**config.mk**
```make
export PLATFORM = sky130hd
export DESIGN_NAME = axil_reg_manager
export DESIGN_NICKNAME = d
export VERILOG_FILES = /design/src/rtl/axil_reg_manager_pkg.sv /design/src/rtl/axil_reg_manager.sv
export SDC_FILE = /design/constraint.sdc
export NUM_CORES = 1
export LEC_CHECK = 0
export BUFFER_PORTS_ARGS = -buffer_cell sky130_fd_sc_hd__buf_2
export CAP_MARGIN = 20
export CORE_AREA = 4 4 122 124
export DETAILED_ROUTE_END_ITERATION = 12
export DIE_AREA = 0 0 126 128
export GPL_ROUTABILITY_DRIVEN = 0
export PLACE_DENSITY = 0.76
export SLEW_MARGIN = 20
export SYNTH_ARGS = -nofsm -noshare
export SYNTH_HDL_FRONTEND = slang
export SYNTH_SLANG_ARGS = --single-unit
```
**constraint.sdc**
```tcl
create_clock -name clk -period 1.8 [get_ports clk]
set_input_delay 0.09 -clock clk [delete_from_list [all_inputs] [get_ports clk]]
set_output_delay 0.09 -clock clk [all_outputs]
set_load 0.005 [all_outputs]
```
**src/rtl/axil_reg_manager_pkg.sv**
```systemverilog
// Shared types for the AXI4-Lite register-command manager: command opcodes,
// FSM states and the AXI response code treated as success.
package axil_reg_manager_pkg;

   typedef enum logic [2:0] {
      OP_READ  = 3'd0,
      OP_WRITE = 3'd1,
      OP_SET   = 3'd2,
      OP_CLEAR = 3'd3,
      OP_POLL  = 3'd4
   } op_t;

   typedef enum logic [2:0] {
      S_IDLE,
      S_AR,
      S_R,
      S_AW_W,
      S_B,
      S_GAP,
      S_DONE
   } state_t;

   localparam logic [1:0] RESP_OKAY = 2'b00;

endpackage

```
**src/rtl/axil_reg_manager.sv**
```systemverilog
// AXI4-Lite manager executing one register command at a time:
// READ, WRITE, read-modify-write SET/CLEAR, and POLL-until-bits-set.
module axil_reg_manager
   import axil_reg_manager_pkg::*;
#(
   parameter int DATA_WIDTH  = 32,
   parameter int ADDR_WIDTH  = 8,
   parameter int POLL_CYCLES = 100
) (
   input  logic                      clk,
   input  logic                      resetn,
   input  logic                      cmd_valid,
   output logic                      cmd_ready,
   input  logic [2:0]                cmd_op,
   input  logic [ADDR_WIDTH-1:0]     cmd_reg,
   input  logic [DATA_WIDTH-1:0]     cmd_data,
   output logic                      rsp_valid,
   output logic [DATA_WIDTH-1:0]     rsp_data,
   output logic                      rsp_err,
   output logic [ADDR_WIDTH-1:0]     m_awaddr,
   output logic [2:0]                m_awprot,
   output logic                      m_awvalid,
   input  logic                      m_awready,
   output logic [DATA_WIDTH-1:0]     m_wdata,
   output logic [DATA_WIDTH/8-1:0]   m_wstrb,
   output logic                      m_wvalid,
   input  logic                      m_wready,
   input  logic [1:0]                m_bresp,
   input  logic                      m_bvalid,
   output logic                      m_bready,
   output logic [ADDR_WIDTH-1:0]     m_araddr,
   output logic [2:0]                m_arprot,
   output logic                      m_arvalid,
   input  logic                      m_arready,
   input  logic [DATA_WIDTH-1:0]     m_rdata,
   input  logic [1:0]                m_rresp,
   input  logic                      m_rvalid,
   output logic                      m_rready
);

   localparam int STRIDE = DATA_WIDTH / 8;
   localparam int CNT_W  = $clog2(POLL_CYCLES + 1);

   state_t                  state_q, state_d;
   op_t                     op_q, op_d;
   logic [ADDR_WIDTH-1:0]   addr_q, addr_d;
   logic [DATA_WIDTH-1:0]   mask_q, mask_d;
   logic [DATA_WIDTH-1:0]   wdata_q, wdata_d;
   logic [DATA_WIDTH-1:0]   acc_q, acc_d;
   logic                    err_q, err_d;
   logic                    awvalid_q, awvalid_d;
   logic                    wvalid_q, wvalid_d;
   logic                    arvalid_q, arvalid_d;
   logic                    bready_q, bready_d;
   logic                    rready_q, rready_d;
   logic [CNT_W-1:0]        gap_q, gap_d;
   logic                    rd_err;

   assign rd_err = (m_rresp != RESP_OKAY);

   always_comb begin
      state_d   = state_q;
      op_d      = op_q;
      addr_d    = addr_q;
      mask_d    = mask_q;
      wdata_d   = wdata_q;
      acc_d     = acc_q;
      err_d     = err_q;
      awvalid_d = awvalid_q;
      wvalid_d  = wvalid_q;
      arvalid_d = arvalid_q;
      bready_d  = bready_q;
      rready_d  = rready_q;
      gap_d     = gap_q;

      case (state_q)
         S_IDLE: begin
            if (cmd_valid) begin
               op_d   = op_t'(cmd_op);
               addr_d = ADDR_WIDTH'(cmd_reg * ADDR_WIDTH'(STRIDE));
               mask_d = cmd_data;
               err_d  = 1'b0;
               case (cmd_op)
                  OP_READ, OP_SET, OP_CLEAR, OP_POLL: begin
                     arvalid_d = 1'b1;
                     state_d   = S_AR;
                  end
                  OP_WRITE: begin
                     wdata_d   = cmd_data;
                     awvalid_d = 1'b1;
                     wvalid_d  = 1'b1;
                     state_d   = S_AW_W;
                  end
                  default: begin
                     err_d   = 1'b1;
                     state_d = S_DONE;
                  end
               endcase
            end
         end
         S_AR: begin
            if (m_arready) begin
               arvalid_d = 1'b0;
               rready_d  = 1'b1;
               state_d   = S_R;
            end
         end
         S_R: begin
            if (m_rvalid) begin
               rready_d = 1'b0;
               acc_d    = m_rdata;
               err_d    = err_q | rd_err;
               case (op_q)
                  OP_SET, OP_CLEAR: begin
                     wdata_d   = (op_q == OP_SET) ? (m_rdata | mask_q) : (m_rdata & ~mask_q);
                     awvalid_d = 1'b1;
                     wvalid_d  = 1'b1;
                     state_d   = S_AW_W;
                  end
                  OP_POLL: begin
                     // An error response ends the poll so a broken target cannot hang us
                     if (rd_err || ((m_rdata & mask_q) == mask_q)) begin
                        state_d = S_DONE;
                     end else begin
                        gap_d   = CNT_W'(POLL_CYCLES);
                        state_d = S_GAP;
                     end
                  end
                  default: state_d = S_DONE;
               endcase
            end
         end
         S_AW_W: begin
            if (awvalid_q && m_awready) awvalid_d = 1'b0;
            if (wvalid_q && m_wready)   wvalid_d  = 1'b0;
            if ((!awvalid_q || m_awready) && (!wvalid_q || m_wready)) begin
               bready_d = 1'b1;
               state_d  = S_B;
            end
         end
         S_B: begin
            if (m_bvalid) begin
               bready_d = 1'b0;
               err_d    = err_q | (m_bresp != RESP_OKAY);
               acc_d    = wdata_q;
               state_d  = S_DONE;
            end
         end
         S_GAP: begin
            if (gap_q <= CNT_W'(1)) begin
               arvalid_d = 1'b1;
               state_d   = S_AR;
            end else begin
               gap_d = gap_q - CNT_W'(1);
            end
         end
         S_DONE:  state_d = S_IDLE;
         default: state_d = S_IDLE;
      endcase
   end

   always_ff @(posedge clk or negedge resetn) begin
      if (!resetn) begin
         state_q   <= S_IDLE;
         op_q      <= OP_READ;
         addr_q    <= '0;
         mask_q    <= '0;
         wdata_q   <= '0;
         acc_q     <= '0;
         err_q     <= 1'b0;
         awvalid_q <= 1'b0;
         wvalid_q  <= 1'b0;
         arvalid_q <= 1'b0;
         bready_q  <= 1'b0;
         rready_q  <= 1'b0;
         gap_q     <= '0;
      end else begin
         state_q   <= state_d;
         op_q      <= op_d;
         addr_q    <= addr_d;
         mask_q    <= mask_d;
         wdata_q   <= wdata_d;
         acc_q     <= acc_d;
         err_q     <= err_d;
         awvalid_q <= awvalid_d;
         wvalid_q  <= wvalid_d;
         arvalid_q <= arvalid_d;
         bready_q  <= bready_d;
         rready_q  <= rready_d;
         gap_q     <= gap_d;
      end
   end

   assign cmd_ready = (state_q == S_IDLE);
   assign rsp_valid = (state_q == S_DONE);
   assign rsp_data  = acc_q;
   assign rsp_err   = err_q;

   assign m_awaddr  = addr_q;
   assign m_araddr  = addr_q;
   assign m_awprot  = 3'b000;
   assign m_arprot  = 3'b000;
   assign m_wdata   = wdata_q;
   assign m_wstrb   = '1;
   assign m_awvalid = awvalid_q;
   assign m_wvalid  = wvalid_q;
   assign m_arvalid = arvalid_q;
   assign m_bready  = bready_q;
   assign m_rready  = rready_q;

endmodule

```
Yosys cells after proc, flatten, opt, wreduce, memory -nomap -nowiden
Cells that the tools add are included.
{ "op_classes": {"n_addsub": 1, "magnitude_cmp": 1, "eq_ne": 28, "muxes": 48, "n_bitwise": 6, "reduce_logical": 34} }
{ "op_table": {"columns": ["cell", "count"], "rows": [
  ["$mux W32", 7],
  ["$pmux W32 S2", 2],
  ["$and A32 B32 Y32", 2],
  ["$eq A32 B32 Y1", 1],
  ["$not A32 Y32", 1],
  ["$or A32 B32 Y32", 1],
  ["$mux W7", 4],
  ["$ne A2 B2 Y1 const B", 11],
  ["$eq A3 B2 Y1 const B", 6],
  ["$mux W1", 18],
  ["$mux W3", 6],
  ["$pmux W3 S6", 1],
  ["$reduce_and A6 Y1", 3],
  ["$eq A3 B3 Y1 const B", 5],
  ["$reduce_and A5 Y1", 3],
  ["$pmux W7 S2", 1],
  ["$reduce_bool A2 Y1", 7],
  ["$pmux W1 S3", 4],
  ["$pmux W3 S2", 2],
  ["$reduce_and A3 Y1", 3],
  ["$reduce_bool A3 Y1", 3],
  ["$le A7 B1 Y1 const B", 1],
  ["$sub A7 B1 Y7 const B", 1],
  ["$eq A3 B1 Y1 const B", 2],
  ["other kinds (13)", 23]
]} }
{ "word_totals": {"register_bits": 121, "inputBits": 87, "out_inout_bits": 98, "elab_cells": 131} }

Longest topological paths before layout
{ "logic_depth": {"depth_word": 7, "mapped_depth": 8, "depth_no_buf": 7} }

Least setup slack after synthesis
OpenSTA, ideal clock, no wires.
{ "synth_timing": {"path_kind": "register -> register", "startpoint": "register gap_q[0]", "endpoint": "register gap_q[3]", "setup_ns": 0.126, "arrival_time_ns": 1.596, "required_ns": 1.674, "setup_slack_ns": 0.078, "stages_incl_launch_ff": 7, "path_buffers": 0, "synth_period_minus_slack_ns": 1.722, "cell_sequence": "dfrtp_1 ha_1 o21bai_1 a31oi_4 a21o_2 o21ai_1 a221o_1"} }
{ "synth_via": {"elab_chain_cells": 3, "elab_cells_between_ends": 6, "classes_between": "1 x add/sub; 1 x order compare; 1 x eq/ne; 2 x mux; 1 x reduce/logical"} }
{ "synth_rtl": {"columns": ["item", "line", "source"], "rows": [
  ["start, declared", "axil_reg_manager.sv:56", "logic [CNT_W-1:0] gap_q, gap_d;"],
  ["start signal, assigned", "axil_reg_manager.sv:190", "gap_q <= gap_d;"],
  ["$sub A7 B1 Y7 / $le A7 B1 Y1 (equally long branches)", "axil_reg_manager.sv:154, axil_reg_manager.sv:150", null],
  ["$mux W7 / $ne A2 B2 Y1 (equally long branches)", null, null],
  ["$pmux W7 S2 / $reduce_and A5 Y1 (equally long branches)", null, null]
]} }
Parallel ways exist; a longest one is shown, timed or not. The select of a mux whose other input is x is not followed.
A chain may end at the register's enable or synchronous reset.

Final worst setup path
{ "layout_timing": {"startpoint": "register state_q[1]", "endpoint": "register wdata_q[26] (netlist: m_wdata[26])"} }
{ "layout_via": {"elab_chain_cells": 3, "elab_cells_between_ends": 9, "classes_between": "5 x eq/ne; 1 x mux; 3 x reduce/logical"} }
{ "layout_rtl": {"columns": ["item", "line", "source"], "rows": [
  ["start, declared", "axil_reg_manager.sv:44", "state_t state_q, state_d;"],
  ["start signal, assigned", "axil_reg_manager.sv:178", "state_q <= state_d;"],
  ["$eq A3 B2 Y1 / $logic_not A3 Y1 (equally long branches)", "axil_reg_manager.sv:76", "case (state_q)"],
  ["$ne A2 B1 Y1 (no line) (tied with other cells)", null, null],
  ["$reduce_and A5 Y1 (no line)", null, null],
  ["end signal, assigned", "axil_reg_manager.sv:182", "wdata_q <= wdata_d;"],
  ["end, declared", "axil_reg_manager.sv:48", "logic [DATA_WIDTH-1:0] wdata_q, wdata_d;"]
]} }
Parallel ways exist; a longest one is shown, timed or not.

==> run_results.csv <==
group,metric,value,unit
power,cellPowerDensity,1737,nW/um^2
run,maxCapViolations,0,
place,post-dp-hpwl,12180,um
power,p_int,0.009937,W
clock_tree,ctsLongestPathBuffers,2,
worst_setup_path,cp_cell_sequence,"nor4b_2 > a31oi_1 > nor3_4 > buf_12 > clkbuf_16 > mux2_2",
clock_tree,insertion_delay,0.42,ns
grt,initial_antenna_violation_count,0,
timing,final_critical_path_setup_slack,0.03626,ns
power,worst_ir_drop_vdd,0.8808,mV
worst_setup_path,timing.critical_path.from_type,"register",
synth,synth_warnings,0,
worst_setup_path,criticalPathCategory,"reg2reg",
timing,maxClockFrequency,567.0,MHz
clock_tree,clock_tree.htree_level_count,4,
synth,synth-seq-area-share,47.40,%
place,cell_area_after_placement,7579,sq um
worst_setup_path,worst-endpoint-arrival,2.06,ns
grt,grt_first_pass_wirelength,28150,um
grt,pin_count_of_the_biggest_net_entering_global_routing,39,
final_layout,share_of_layout_cells_above_drive_strength_1,37.12,%
timing,worst_pin_slew,0.5222,ns
timing,slew_headroom,65.19,%
power,p_leak,4.273,nW
synth,ys_ff_latch,121,
drt,route.detailed.vias_per_inst,5.238,
clock_tree,tritoncts,"done",
clock_tree,cts.sinks,121,
grt,global_route_usage_over_all_layers,21.81,%
synth,ys.flop_type,"sky130_fd_sc_hd__dfrtp_1",
outcome,outcome,"finished, final reports clean",
timing,hold_viol,0,
timing,finalSetupViolations,0,
die,ios,185,
timing,final_critical_path_time_including_i_o_delays_and_setup,1.764,ns
place,dpl_worst_slack,-0.001848,ns
clock_tree,reg_clk_slew_reported_paths,0.06,ns
die,core_area,13770,sq um
final_layout,num-nets-final,957,
synth,syn_area_per_cell,10.11,sq um
place,port-buffer-count,168,
drt,dr.first_iter.drc_count,435,
final_layout,layout-area-overhead-vs-synth,39.58,%
power,p_clk_share,25.7,%
final_layout,finalInstanceArea,8917,sq um
synth,ys_async_sr_fraction,100.0,%
timing,period_share,97.99,%
die,placementRows,43,
worst_setup_path,cp.required,2.09,ns
synth,yosysUniqueCellTypes,54,
drt,route.antenna.remaining_nets,0,
worst_setup_path,worst_path_max_delay_cell,"sky130_fd_sc_hd__dfrtp_2",
power,power.share.combinational,42.0,%
die,die-height,128,um
die,fp.dieArea,16130,sq um
min_path,timing.hold.worst.class,"in2reg",
die,initial_core_util,46.38,%
drt,drcViolationCount,0,
drt,routed_length_per_placed_instance,16.95,um
drt,route.final.wire_length,17980,um
power,switching_share,35.86,%
synth,synth_enable_flop_cells,0,
clock_tree,cts_root_buffer,"sky130_fd_sc_hd__clkbuf_16",
synth,synth.cell_area,6389,sq um
worst_setup_path,slowest_delay,0.44,ns
power,power.net_switching,0.005556,W
timing,clock_skew,0.007580,ns
final_layout,layout_commonest_cell,"sky130_fd_sc_hd__buf_2",
worst_setup_path,critical_path.max_fanout,16,
drt,vias,5558,
grt,number_of_global_route_vias_before_repair,5532,
final_layout,num_antenna_cells,0,
power,sequentialPowerShare,32.3,%
grt,overflow_after_grt,0,
final_layout,layout_common_cells,"sky130_fd_sc_hd__buf_2, sky130_fd_sc_hd__dfrtp_1, sky130_fd_sc_hd__nand2_1, sky130_fd_sc_hd__o21ai_0, sky130_fd_sc_hd__mux2i_1",
synth,synth_cells,632,
timing,grt_setup_unrepaired,"yes",
timing,slew_viol_final,0,
die,dieWidth,126,um
drt,dr.pass1.iters,4,
worst_setup_path,critical_path.endpoint_type,"register",
clock_tree,cts_made_buffers,17,
[layout make-up]
class,count,area [sq um]
well taps,180,225.2
flip-flops and latches,121,3032
multi-input cells,437,3030
clock inverters,15,262.8
fillers,1087,4856
inverters,28,105.1
repair buffers,263,1837
clock buffers,17,425.4
[final timing paths]
path                             start      endpoint  slack, ns  cells past startpoint
setup reg to reg            state_q[1]   m_wdata[26]       0.04                      6
max in group asynchronous       resetn  rsp_data[17]       1.00                      3
setup / recovery            state_q[1]   m_wdata[26]       0.04                      6
min in group asynchronous       resetn   rsp_data[2]       0.19                      2
hold / removal              m_rdata[2]   rsp_data[2]      0.008                      3
hold reg to reg            rsp_data[2]   rsp_data[2]       0.48                      2
[sequential cells by signal, summed over array words and instances (netlist names)]
| signal | count |
|---|---|
| gap_q | 7 |
| m_araddr | 6 |
| m_arvalid | 1 |
| m_awvalid | 1 |
| m_bready | 1 |
| m_rready | 1 |
| m_wdata | 32 |
| m_wvalid | 1 |
| mask_q | 32 |
| op_q | 3 |
| rsp_data | 32 |
| rsp_err | 1 |
| state_q | 3 |
[what timing repair did]
item                                    CTS  global route
endpoints found under the setup margin    3           106
gates cloned                              0             1
hold buffers                             49             0
pin swaps                                 1             3
buffers inserted                          0             6
hold endpoints to repair                 82             0
gates resized for setup                   2            16
[worst max-delay path: cells and delay by family (launching register included)]
kind,cells,cell delay (ns)
flops,1,0.44
compound gates,1,0.09
mux,1,0.34
simple gates,2,0.44
buf+inv,2,0.32
[Yosys cell counts (2+ instances only)]
cell type / count / area, sq um
sky130_fd_sc_hd__ha_1: 2 / 25.02
sky130_fd_sc_hd__buf_4: 24 / 180.2
sky130_fd_sc_hd__conb_1: 2 / 7.510
sky130_fd_sc_hd__nand2_1: 95 / 356.6
sky130_fd_sc_hd__nor4_1: 4 / 25.02
sky130_fd_sc_hd__inv_1: 28 / 105.1
sky130_fd_sc_hd__nor2b_1: 5 / 31.28
sky130_fd_sc_hd__buf_6: 3 / 33.78
sky130_fd_sc_hd__a221o_1: 2 / 20.02
sky130_fd_sc_hd__and2_1: 2 / 12.51
sky130_fd_sc_hd__a21oi_1: 13 / 65.06
sky130_fd_sc_hd__nand3_1: 4 / 20.02
sky130_fd_sc_hd__mux2i_1: 66 / 660.6
sky130_fd_sc_hd__nor3b_1: 2 / 15.01
sky130_fd_sc_hd__dfrtp_1: 121 / 3028
sky130_fd_sc_hd__a211oi_1: 2 / 15.01
sky130_fd_sc_hd__nor2_1: 14 / 52.55
sky130_fd_sc_hd__nor3_1: 3 / 15.01
sky130_fd_sc_hd__a22oi_1: 2 / 15.01
sky130_fd_sc_hd__nand2b_1: 16 / 100.1
sky130_fd_sc_hd__o2111ai_1: 4 / 35.03
sky130_fd_sc_hd__nor3_4: 2 / 32.53
sky130_fd_sc_hd__mux2_2: 53 / 596.8
sky130_fd_sc_hd__a31oi_1: 4 / 25.02
sky130_fd_sc_hd__o22ai_1: 8 / 50.05
sky130_fd_sc_hd__clkbuf_1: 13 / 48.80
sky130_fd_sc_hd__o21ai_0: 94 / 470.5
sky130_fd_sc_hd__buf_2: 18 / 90.09
[power groups by stage]
| stage | clock network, W | registers (W) | logic [W] |
|---|---|---|---|
| final | 0.00398 | 0.00500 | 0.00651 |
| after global routing | 0.00415 | 0.00519 | 0.00715 |
| after CTS | 0.00402 | 0.00500 | 0.00624 |
| after detailed placement | 0 | 0.00502 | 0.00611 |
| after global placement | 0 | 0.00497 | 0.00595 |
| after floorplan | 0 | 0.00493 | 0.00378 |
[through the flow]
stage | utilization [%] | hold WS [ns] | total power, W | setup TNS (ns) | cells
6_report | 64.74 | 0.007672 | 0.01549 | 0 | 1061
5_1_grt | 64.74 | 0.009745 | 0.01649 | -0.08707 | 1061
4_1_cts | 63.64 | 0.0009737 | 0.01527 | 0 | 1054
3_5_place_dp | 55.02 | 0.1016 | 0.01114 | -0.002478 | 973
3_3_place_gp | 55.02 | 0.1039 | 0.01092 | 0 | 973
2_1_floorplan | - | -0.2056 | 0.008709 | 0 | 644
[metal layers]
| layer | global-route usage (%) | share of wire, % |
|---|---|---|
| met1 | 27.76 | 43 |
| met2 | 36.96 | 50 |
| met3 | 4.500 | 5.2 |
| met4 | 7.950 | 1.7 |
| met5 | 0 | 0 |
[cells by family after synthesis]
logic type,Yosys count,synth area share (%)
other cells,2,0.1176
compound gates,143,13.02
fa+ha+maj,2,0.3916
buf+inv,86,7.168
simple gates,158,12.04
flops,121,47.40
mux,120,19.86
Power figures use the tool's default switching activity.
